**config.mk**
```make
export PLATFORM = sky130hd
export DESIGN_NAME = trap_ctrl
export DESIGN_NICKNAME = d
export VERILOG_FILES = /design/src/rtl/trap_ctrl.sv
export SDC_FILE = /design/constraint.sdc
export NUM_CORES = 1
export LEC_CHECK = 0
export ABC_AREA = 1
export BUFFER_PORTS_ARGS = -buffer_cell sky130_fd_sc_hd__buf_4
export CORE_MARGIN = 4
export CORE_UTILIZATION = 48
export CTS_BUF_LIST = sky130_fd_sc_hd__clkbuf_8
export DETAILED_ROUTE_END_ITERATION = 10
export PLACE_DENSITY_LB_ADDON = 0.3
export SLEW_MARGIN = 20
export SYNTH_ARGS = -nofsm -noshare
export SYNTH_HDL_FRONTEND = slang
export SYNTH_SLANG_ARGS = --single-unit
```
**constraint.sdc**
```tcl
create_clock -name i_clk -period 1.92 [get_ports i_clk]
set_input_delay 0.384 -clock i_clk [delete_from_list [all_inputs] [get_ports i_clk]]
set_output_delay 0.384 -clock i_clk [all_outputs]
set_load 0.01 [all_outputs]
```
**src/rtl/trap_ctrl.sv**
```systemverilog
// Trap/return sequencer: picks one event per retiring instruction by fixed priority
// and walks stall -> CSR commit -> PC redirect so the CSR block sees a single pulse.
module trap_ctrl #(
  parameter int XLEN    = 32,
  parameter int CAUSE_W = 5
) (
  input  logic            i_clk,
  input  logic            i_rst,
  input  logic            i_inst_valid,
  input  logic [XLEN-1:0] i_pc,
  input  logic [31:0]     i_inst,
  input  logic [XLEN-1:0] i_badaddr,
  input  logic            i_ex_inst_addr,
  input  logic            i_ex_illegal,
  input  logic            i_ex_ebreak,
  input  logic            i_ex_ecall,
  input  logic            i_ex_ld_addr,
  input  logic            i_ex_st_addr,
  input  logic            i_mret,
  input  logic            i_mstatus_mie,
  input  logic [2:0]      i_mie,
  input  logic [2:0]      i_mip,
  input  logic            i_mem_busy,
  input  logic [XLEN-1:0] i_tvec,
  input  logic [XLEN-1:0] i_epc,
  output logic            o_stall,
  output logic            o_flush,
  output logic            o_trap_valid,
  output logic            o_eret,
  output logic [XLEN-1:0] o_cause,
  output logic [XLEN-1:0] o_tval,
  output logic [XLEN-1:0] o_epc,
  output logic            o_redirect_valid,
  output logic [XLEN-1:0] o_redirect_pc
);

  typedef enum logic [2:0] {IDLE, DRAIN, COMMIT, REDIRECT, ERET} state_e;

  state_e          state_q;
  logic            ret_q;
  logic [XLEN-1:0] cause_q, tval_q, epc_q, rpc_q;

  logic            take, exc, irq_pend;
  logic [2:0]      irq_act;
  logic [XLEN-1:0] exc_cause_d, exc_tval_d, irq_cause_d, redirect_tgt;
  logic [CAUSE_W-1:0] irq_code;

  assign take     = (state_q == IDLE) && i_inst_valid;
  assign exc      = i_ex_inst_addr | i_ex_illegal | i_ex_ebreak | i_ex_ecall |
                    i_ex_ld_addr | i_ex_st_addr;
  assign irq_act  = i_mie & i_mip;
  assign irq_pend = i_mstatus_mie & (|irq_act);

  always_comb begin
    exc_cause_d = '0;
    exc_tval_d  = '0;
    if (i_ex_inst_addr) begin
      exc_cause_d[CAUSE_W-1:0] = CAUSE_W'(0);
      exc_tval_d               = i_badaddr;
    end else if (i_ex_illegal) begin
      exc_cause_d[CAUSE_W-1:0] = CAUSE_W'(2);
      exc_tval_d               = XLEN'(i_inst);
    end else if (i_ex_ebreak) begin
      exc_cause_d[CAUSE_W-1:0] = CAUSE_W'(3);
      exc_tval_d               = i_pc;
    end else if (i_ex_ecall) begin
      exc_cause_d[CAUSE_W-1:0] = CAUSE_W'(11);
    end else if (i_ex_ld_addr) begin
      exc_cause_d[CAUSE_W-1:0] = CAUSE_W'(4);
      exc_tval_d               = i_badaddr;
    end else if (i_ex_st_addr) begin
      exc_cause_d[CAUSE_W-1:0] = CAUSE_W'(6);
      exc_tval_d               = i_badaddr;
    end
  end

  // Interrupt order is MEI > MSI > MTI, not bit order.
  always_comb begin
    if (irq_act[2])      irq_code = CAUSE_W'(11);
    else if (irq_act[0]) irq_code = CAUSE_W'(3);
    else                 irq_code = CAUSE_W'(7);
    irq_cause_d                = '0;
    irq_cause_d[XLEN-1]        = 1'b1;
    irq_cause_d[CAUSE_W-1:0]   = irq_code;
  end

  assign redirect_tgt = ret_q ? {i_epc[XLEN-1:2], 2'b00} : {i_tvec[XLEN-1:2], 2'b00};

  assign o_stall          = (state_q != IDLE) || (take && (exc || i_mret || irq_pend));
  assign o_trap_valid     = (state_q == COMMIT);
  assign o_eret           = (state_q == ERET);
  assign o_flush          = (state_q == COMMIT) || (state_q == ERET);
  assign o_redirect_valid = (state_q == REDIRECT);
  // tvec/epc are sampled live in REDIRECT; the register just holds the last target.
  assign o_redirect_pc    = (state_q == REDIRECT) ? redirect_tgt : rpc_q;
  assign o_cause          = cause_q;
  assign o_tval           = tval_q;
  assign o_epc            = epc_q;

  always_ff @(posedge i_clk) begin
    if (i_rst) begin
      state_q <= IDLE;
      ret_q   <= 1'b0;
      cause_q <= '0;
      tval_q  <= '0;
      epc_q   <= '0;
      rpc_q   <= '0;
    end else begin
      case (state_q)
        IDLE: if (take) begin
          if (exc) begin
            cause_q <= exc_cause_d;
            tval_q  <= exc_tval_d;
            epc_q   <= i_pc;
            ret_q   <= 1'b0;
            state_q <= COMMIT;
          end else if (i_mret) begin
            ret_q   <= 1'b1;
            state_q <= ERET;
          end else if (irq_pend) begin
            cause_q <= irq_cause_d;
            tval_q  <= '0;
            epc_q   <= i_pc;
            ret_q   <= 1'b0;
            state_q <= i_mem_busy ? DRAIN : COMMIT;
          end
        end
        DRAIN: if (!i_mem_busy) begin
          if (irq_pend) begin
            cause_q <= irq_cause_d;
            tval_q  <= '0;
            state_q <= COMMIT;
          end else begin
            state_q <= IDLE;
          end
        end
        COMMIT:   state_q <= REDIRECT;
        ERET:     state_q <= REDIRECT;
        REDIRECT: begin
          rpc_q   <= redirect_tgt;
          state_q <= IDLE;
        end
        default:  state_q <= IDLE;
      endcase
    end
  end

endmodule

```
* Word level (Yosys, flattened, before mapping)
Cells that the tools add are included.
Storage, ports and cells: flip-flop bits (word level) 132, bits of input ports 178
Cells by class: equal/unequal tests 9, mux-type cells 42, bitwise operators 7, reduce and logical (&&, ||, !) cells 17
Operators with widths (count):
- $mux W32 | 21
- $pmux W32 S2 | 2
- $mux W3 | 8
- $mux W4 | 5
- $pmux W3 S3 | 1
- $reduce_and A4 Y1 | 2
- $eq A3 B2 Y1 const B | 2
- $reduce_and A3 Y1 | 2
- $reduce_bool A3 Y1 | 2
- $or A1 B1 Y1 | 5
- $logic_or A1 B1 Y1 | 4
- $mux W2 | 2
- $ne A2 B2 Y1 const B | 2
- $ne A4 B4 Y1 const B | 1
- $reduce_bool A2 Y1 | 2
- $and A3 B3 Y3 | 1
- $eq A3 B1 Y1 const B | 1
- $eq A3 B3 Y1 const B | 1
- $logic_not A3 Y1 | 1
- $mux W1 | 3
- $ne A3 B3 Y1 const B | 1
- $reduce_or A3 Y1 | 1
- $logic_and A1 B1 Y1 | 2
- $ne A2 B1 Y1 const B | 1
- other kinds (2) | 2

* Depth between registers and ports, before layout
Gate-level depths: netlist of the first run.
depth after elaboration 9, gate-level depth with buffers 9

* Worst setup path before layout of the first run
No wires, ideal clock.
kind reg2out, start point register ret_q, end point output port o_redirect_pc[10], data arrival time 1.333 ns, data required time 1.536 ns, slack 0.203 ns, stages on the path, launching flop included 5, path buffers 1, path through dfxtp_1 buf_1 mux2_2 o21ai_0 inv_1
On the way: cells in the longest elaborated chain, start to end 2
Ends and longest elaborated chain:
- from (decl) | line 40 | logic ret_q;
- from (signal assigned) | line 103 | ret_q <= 1'b0;
- from (signal assigned) | line 115 | ret_q <= 1'b0;
- from (signal assigned) | line 118 | ret_q <= 1'b1;
- $mux W32 | line 87 | assign redirect_tgt = ret_q ? {i_epc[XLEN-1:2], 2'b00} : {i_tvec[XLEN-1:2], 2'b00};
- $mux W32
- to (decl) | line 34 | output logic [XLEN-1:0] o_redirect_pc
Every way passes these cells.

* Worst setup path in the final report of the first run
start point register ret_q, end point output port o_redirect_pc[9]
Same word-level chain as after synthesis.

==> flow_summary.json, run 1 <==
{
  "vias_per_cell": 5.17,
  "violations": "negative setup slack",
  "dr_total_vias": 7145,
  "die_w_um": 124,
  "setup_tns_ns": -4.93,
  "cp-end-kind": "output port",
  "powerDensity_nw_per_um2": 874,
  "min_period_ns": 2.14,
  "clk_latency_ns": 0.44,
  "final_cell_mix": "buf_4 (311), nand2_1 (152), dfxtp_1 (129)",
  "timing.final.crit_share_pct": 111,
  "yosys-top-cells-area": "dfxtp_1 (41%), nand2_1 (8.9%), nand3_1 (8.2%)",
  "drt-initial-drc-count": 489,
  "status": "finished, violations left",
  "post_drt_wl_per_cell_um": 17.1,
  "p_leak_nw": 5.01,
  "fmax_ghz": 0.468,
  "yosysWarningCount": 0,
  "grt_setup_unrepaired": "yes",
  "synthCells": 892,
  "place_hpwl_um": 14700,
  "wirelength_um": 23700,
  "clock_skew_ns": 0.00761,
  "core-area_sq_um": 13200,
  "die_h_um": 124,
  "area_delta_synth_final_pct": 54.1,
  "slew_headroom_pct": 69.9,
  "syn-mean-instance-area_sq_um": 7.26,
  "grt_pass1_vias": 6593,
  "cts_max_level": 4,
  "grt_first_pass_wirelength_um": 32100,
  "start_kind": "flop",
  "layout-drive-gt1-share_pct": 45.7,
  "num_rows": 42,
  "antenna_cells": 0,
  "fin_ws_ns": -0.217,
  "clk_pin_slew_ns": 0.08,
  "arrival_ns": 1.75,
  "postCtsHoldBufs": 0,
  "die_area_sq_um": 15400,
  "grt_max_degree": 43,
  "preCtsSetupSlack_ns": 0.110,
  "layout_commonest_cell": "buf_4",
  "grt-ovfl-total": 0,
  "ys_types": 30,
  "ff2ff_setup_slack_ns": 0.08,
  "yosysTopAreaCellShare_pct": 40.8,
  "synth_area_sq_um": 6480,
  "cts-buffers-inserted": 17,
  "drc": 0,
  "cts_tree": "built",
  "r2r_start": "state_q[2]",
  "worstSetupPathType": "flop to output port",
  "holdPathEnd": "o_epc[19]",
  "worstMarginPinSlew_ns": 0.451,
  "synth_nets": 1070,
  "maxCapViolCount": 0,
  "hold_viol_final": 0,
  "holdPathStages": 3,
  "yosysTopAreaCell": "dfxtp_1",
  "seq_area_frac_synth_pct": 40.8,
  "hp-start": "i_pc[19]",
  "layout.nets": 1370,
  "numPortBuffers": 306,
  "final_core_util_pct": 75.4,
  "cts_root_buf": "clkbuf_8",
  "antenna_found_initial": 0,
  "start_util_pct": 48.9,
  "critPathRequiredTime_ns": 1.54,
  "ir_drop_uv": 457,
  "ios": 311,
  "setup_viol": 31,
  "critPathMaxFanout": 15,
  "dr.pass1.iters": 5,
  "clock-sinks": 132,
  "reg2reg_depth": 10,
  "hold_path_class": "input pin to flop",
  "track_usage_pct": 26.6,
  "ys_seq_elements": 132,
  "cts_buffer_depth": 2,
  "place_congestion": 0.845,
  "rr_endpoint": "o_cause[12]",
  "slew_viol_final": 0,
  "ant_nets": 0
}
-- cells in the mapped netlist, drive strengths merged --
| master | number |
|---|---|
| nor3b | 1 |
| o22ai | 2 |
| o21ai | 67 |
| nand4 | 4 |
| nand3 | 109 |
| inv | 115 |
| clkinv | 1 |
| nor3 | 6 |
| mux2 | 30 |
| clkbuf | 28 |
| a21oi | 68 |
| nor2 | 83 |
| or2 | 30 |
| buf | 30 |
| nand2 | 185 |
| a31oi | 1 |
| dfxtp | 132 |
-- sequential cells by signal (all words and copies together) (netlist names) --
register  flops
rpc_q        32
o_tval       32
o_epc        32
o_cause      32
state_q       3
ret_q         1
-- layer usage --
| layer | global-route usage, % | vias to the layer above | wire (um) |
|---|---|---|---|
| li1 | - | 3429 | - |
| met1 | 29.6 | 3282 | 8530 |
| met2 | 46.6 | 358 | 11800 |
| met3 | 8.63 | 76 | 2300 |
| met4 | 11.6 | 0 | 1020 |
| met5 | 0 | - | 0 |
-- where the power goes --
part | internal, mW | switching [mW]
registers | 3.01 | 0.149
clock network | 1.67 | 1.09
logic | 1.33 | 1.49
-- worst max-delay path by stage --
stage | from | end | slack [ns]
floorplan | ret_q | o_redirect_pc[10] | 0.20
global placement | ret_q | o_redirect_pc[3] | 0.14
detailed placement | state_q[2] | o_redirect_pc[3] | 0.11
CTS | ret_q | o_redirect_pc[5] | -0.23
global route | state_q[2] | o_redirect_pc[10] | -0.33
finish | ret_q | o_redirect_pc[9] | -0.22
-- critical path, stage by stage, from the launching register on --
cell     delay [ns]
dfxtp_4        0.40
buf_12         0.17
mux2_2         0.39
o21ai_4        0.15
inv_1          0.06
buf_4          0.14
-- layout make-up --
type / count / area [sq um]
multi-input cells: 586 / 3410
fillers: 942 / 3260
repair buffers: 339 / 2800
flip-flops and latches: 132 / 2650
inverters: 116 / 438
clock buffers: 21 / 289
well taps: 176 / 220
clock inverters: 11 / 180
-- cells by family after synthesis --
group | share of synthesized area, %
buffers and inverters | 11.4
AO/OA/AOI/OAI | 12.5
flip-flops | 40.8
AND/OR/NAND/NOR | 30.1
multiplexers | 5.21
-- metrics by stage --
stage	total power [mW]	hold WS (ns)	instance area, sq um	cells
3_5_place_dp	5.68	0.427	8990	1338
3_3_place_gp	5.65	0.425	8990	1338
5_1_grt	9.12	0.206	9980	1381
4_1_cts	8.51	0.181	9630	1373
2_1_floorplan	4.55	0.425	6480	892
6_report	8.73	0.212	9980	1381
-- repair_timing --
item,CTS,global route
setup endpoints to repair,31,58
gates resized for setup,66,69
gates cloned,1,3
pin swaps,1,3
buffers inserted,2,5
(Power assumes the default switching activity.)
==> run 2, diff against run 1 <==
--- a/config.mk
+++ b/config.mk
@@ -13,2 +13,3 @@
 export DETAILED_ROUTE_END_ITERATION = 10
+export GPL_ROUTABILITY_DRIVEN = 0
 export PLACE_DENSITY_LB_ADDON = 0.3
==> constraint.sdc (replaced) <==
create_clock -name i_clk -period 2.15 [get_ports i_clk]
set_input_delay 0.215 -clock i_clk [delete_from_list [all_inputs] [get_ports i_clk]]
set_output_delay 0.215 -clock i_clk [all_outputs]
set_load 0.01 [all_outputs]
==> run 2 against run 1 <==
  * Global-route usage is 0.51 points lower
  * Worst setup slack improved by 0.30 ns
  * Critical endpoint is now o_redirect_pc[18]
  * Combinational power decreased by 22%
  * Count of clock-buffer cells in the layout unchanged
  * The run now ends clean
  * Non-clock buffer count decreased by 11
  * First-iteration DRC count down 18%
==> flow_summary.json, run 2 (synthesis gave the netlist of run 1 again) <==
{
  "pwr-share-comb_pct": 32.0,
  "num_rows": 42,
  "fin_ws_ns": 0.0831,
  "numPortBuffers": 306,
  "holdPathStages": 3,
  "preCtsSetupSlack_ns": 0.284,
  "worstSetupPathType": "flop to output port",
  "place_hpwl_um": 14900,
  "fmax_ghz": 0.484,
  "ir_drop_uv": 397,
  "slew_headroom_pct": 69.1,
  "cts_buffer_depth": 2,
  "post_drt_wl_per_cell_um": 15.1,
  "min_period_ns": 2.07,
  "critPathRequiredTime_ns": 1.93,
  "switching_power_mw": 2.27,
  "drt-initial-drc-count": 403,
  "fin_area_sq_um": 9350,
  "status": "completed",
  "drc": 0,
  "clock_skew_ns": 0.0101,
  "r2r_start": "state_q[1]",
  "grt_setup_unrepaired": "yes",
  "maxCapViolCount": 0,
  "start_util_pct": 48.9,
  "slew_viol_final": 0,
  "layout-drive-gt1-share_pct": 42.6,
  "clk_latency_ns": 0.45,
  "rr_endpoint": "o_cause[8]",
  "clock-sinks": 132,
  "start_kind": "flop",
  "cts_max_level": 4,
  "clk_pin_slew_ns": 0.08,
  "die_h_um": 124,
  "grt_pass1_vias": 6558,
  "ios": 311,
  "p_seq_share_pct": 41.1,
  "hp-start": "i_pc[13]",
  "reg2reg_depth": 8,
  "wirelength_um": 20700,
  "regArea_sq_um": 2640,
  "grt-ovfl-total": 0,
  "layout_commonest_cell": "buf_4",
  "antenna_cells": 0,
  "hold_path_class": "input pin to flop",
  "intPower_mw": 4.59,
  "cts_tree": "built",
  "grt_first_pass_wirelength_um": 31500,
  "cp-end-kind": "output port",
  "die_area_sq_um": 15400,
  "hold_viol_final": 0,
  "grt_max_degree": 65,
  "layout.nets": 1360,
  "core-area_sq_um": 13200,
  "ant_nets": 0,
  "ff2ff_setup_slack_ns": 0.33,
  "vias_per_cell": 4.99,
  "swShare_pct": 33.1,
  "powerDensity_nw_per_um2": 733,
  "die_w_um": 124,
  "cts-buffers-inserted": 17,
  "antenna_found_initial": 0,
  "multi_input_area_sq_um": 3160,
  "dpl_cell_area_sq_um": 8880,
  "p_leak_nw": 4.79,
  "arrival_ns": 1.85,
  "fillCellCount": 1133,
  "final_cell_mix": "buf_4 (322), nand2_1 (153), dfxtp_1 (131)",
  "postCtsHoldBufs": 0,
  "cts_root_buf": "clkbuf_8",
  "worstMarginPinSlew_ns": 0.464,
  "setup_viol": 0,
  "timing.final.crit_share_pct": 96.1,
  "holdPathEnd": "o_epc[13]",
  "track_usage_pct": 26.1,
  "critPathMaxFanout": 11,
  "dr.pass1.iters": 5,
  "power_frac_clock_pct": 27.0,
  "area_delta_synth_final_pct": 44.3,
  "dr_total_vias": 6839
}
## run 2: power groups by stage
stage / clock (mW) / sequential [mW] / combinational (mW)
after global routing: 2.01 / 2.84 / 2.40
after detailed placement: 0 / 2.86 / 2.13
after floorplan: 0 / 2.94 / 1.12
final: 1.85 / 2.82 / 2.19
after global placement: 0 / 2.85 / 2.10
after CTS: 1.89 / 2.81 / 2.15
## run 2: worst max-delay path by stage
stage | from | end | slack, ns | cells after the start
global placement | state_q[2] | o_redirect_pc[3] | 0.34 | 7
CTS | state_q[0] | o_redirect_pc[6] | 0.002 | 7
floorplan | ret_q | o_redirect_pc[10] | 0.60 | 4
detailed placement | state_q[2] | o_redirect_pc[3] | 0.28 | 7
global route | state_q[2] | o_redirect_pc[15] | -0.02 | 8
finish | state_q[1] | o_redirect_pc[18] | 0.08 | 7
## run 2: timing repair
item                       CTS  global route
hold endpoints to repair     0             0
setup buffers                4             0
setup endpoints to repair   30            30
gates cloned                 1             0
pin swaps                    0             1
gates resized for setup     11            43
## run 2: metal layers
layer	track usage [%]	part of all wire, %
met5	0	0
met4	11.2	2.7
met3	8.27	11
met2	45.7	49
met1	29.2	37
## run 2: cell type report
cell class | instances | share of cell area (%)
Clock buffer | 21 | 3.09
Clock inverter | 11 | 0.656
Inverter | 116 | 4.70
Multi-Input combinational cell | 586 | 33.8
Sequential cell | 132 | 28.3
Tap cell | 176 | 2.36
Timing Repair Buffer | 328 | 27.0
Timing Repair inverter | 1 | 0.0803
## run 2: critical path: stages, from the launching register on
cell and delay (ns):
dfxtp_1 0.38, nand2_2 0.10, nor2_4 0.22, clkinvlp_4 0.14
buf_6 0.16, o21ai_1 0.20, inv_1 0.07, buf_4 0.15
## run 2: metrics by stage
stage,cells,util (%),power [mW],hold slack (ns),TNS [ns]
floorplan,892,-,4.06,0.387,0
global placement,1334,67.0,4.95,0.427,0
detailed placement,1334,67.0,4.99,0.429,0
CTS,1371,70.1,6.86,0.00936,0
global route,1371,70.6,7.24,0.0250,-0.0586
finish,1371,70.6,6.86,0.0381,0
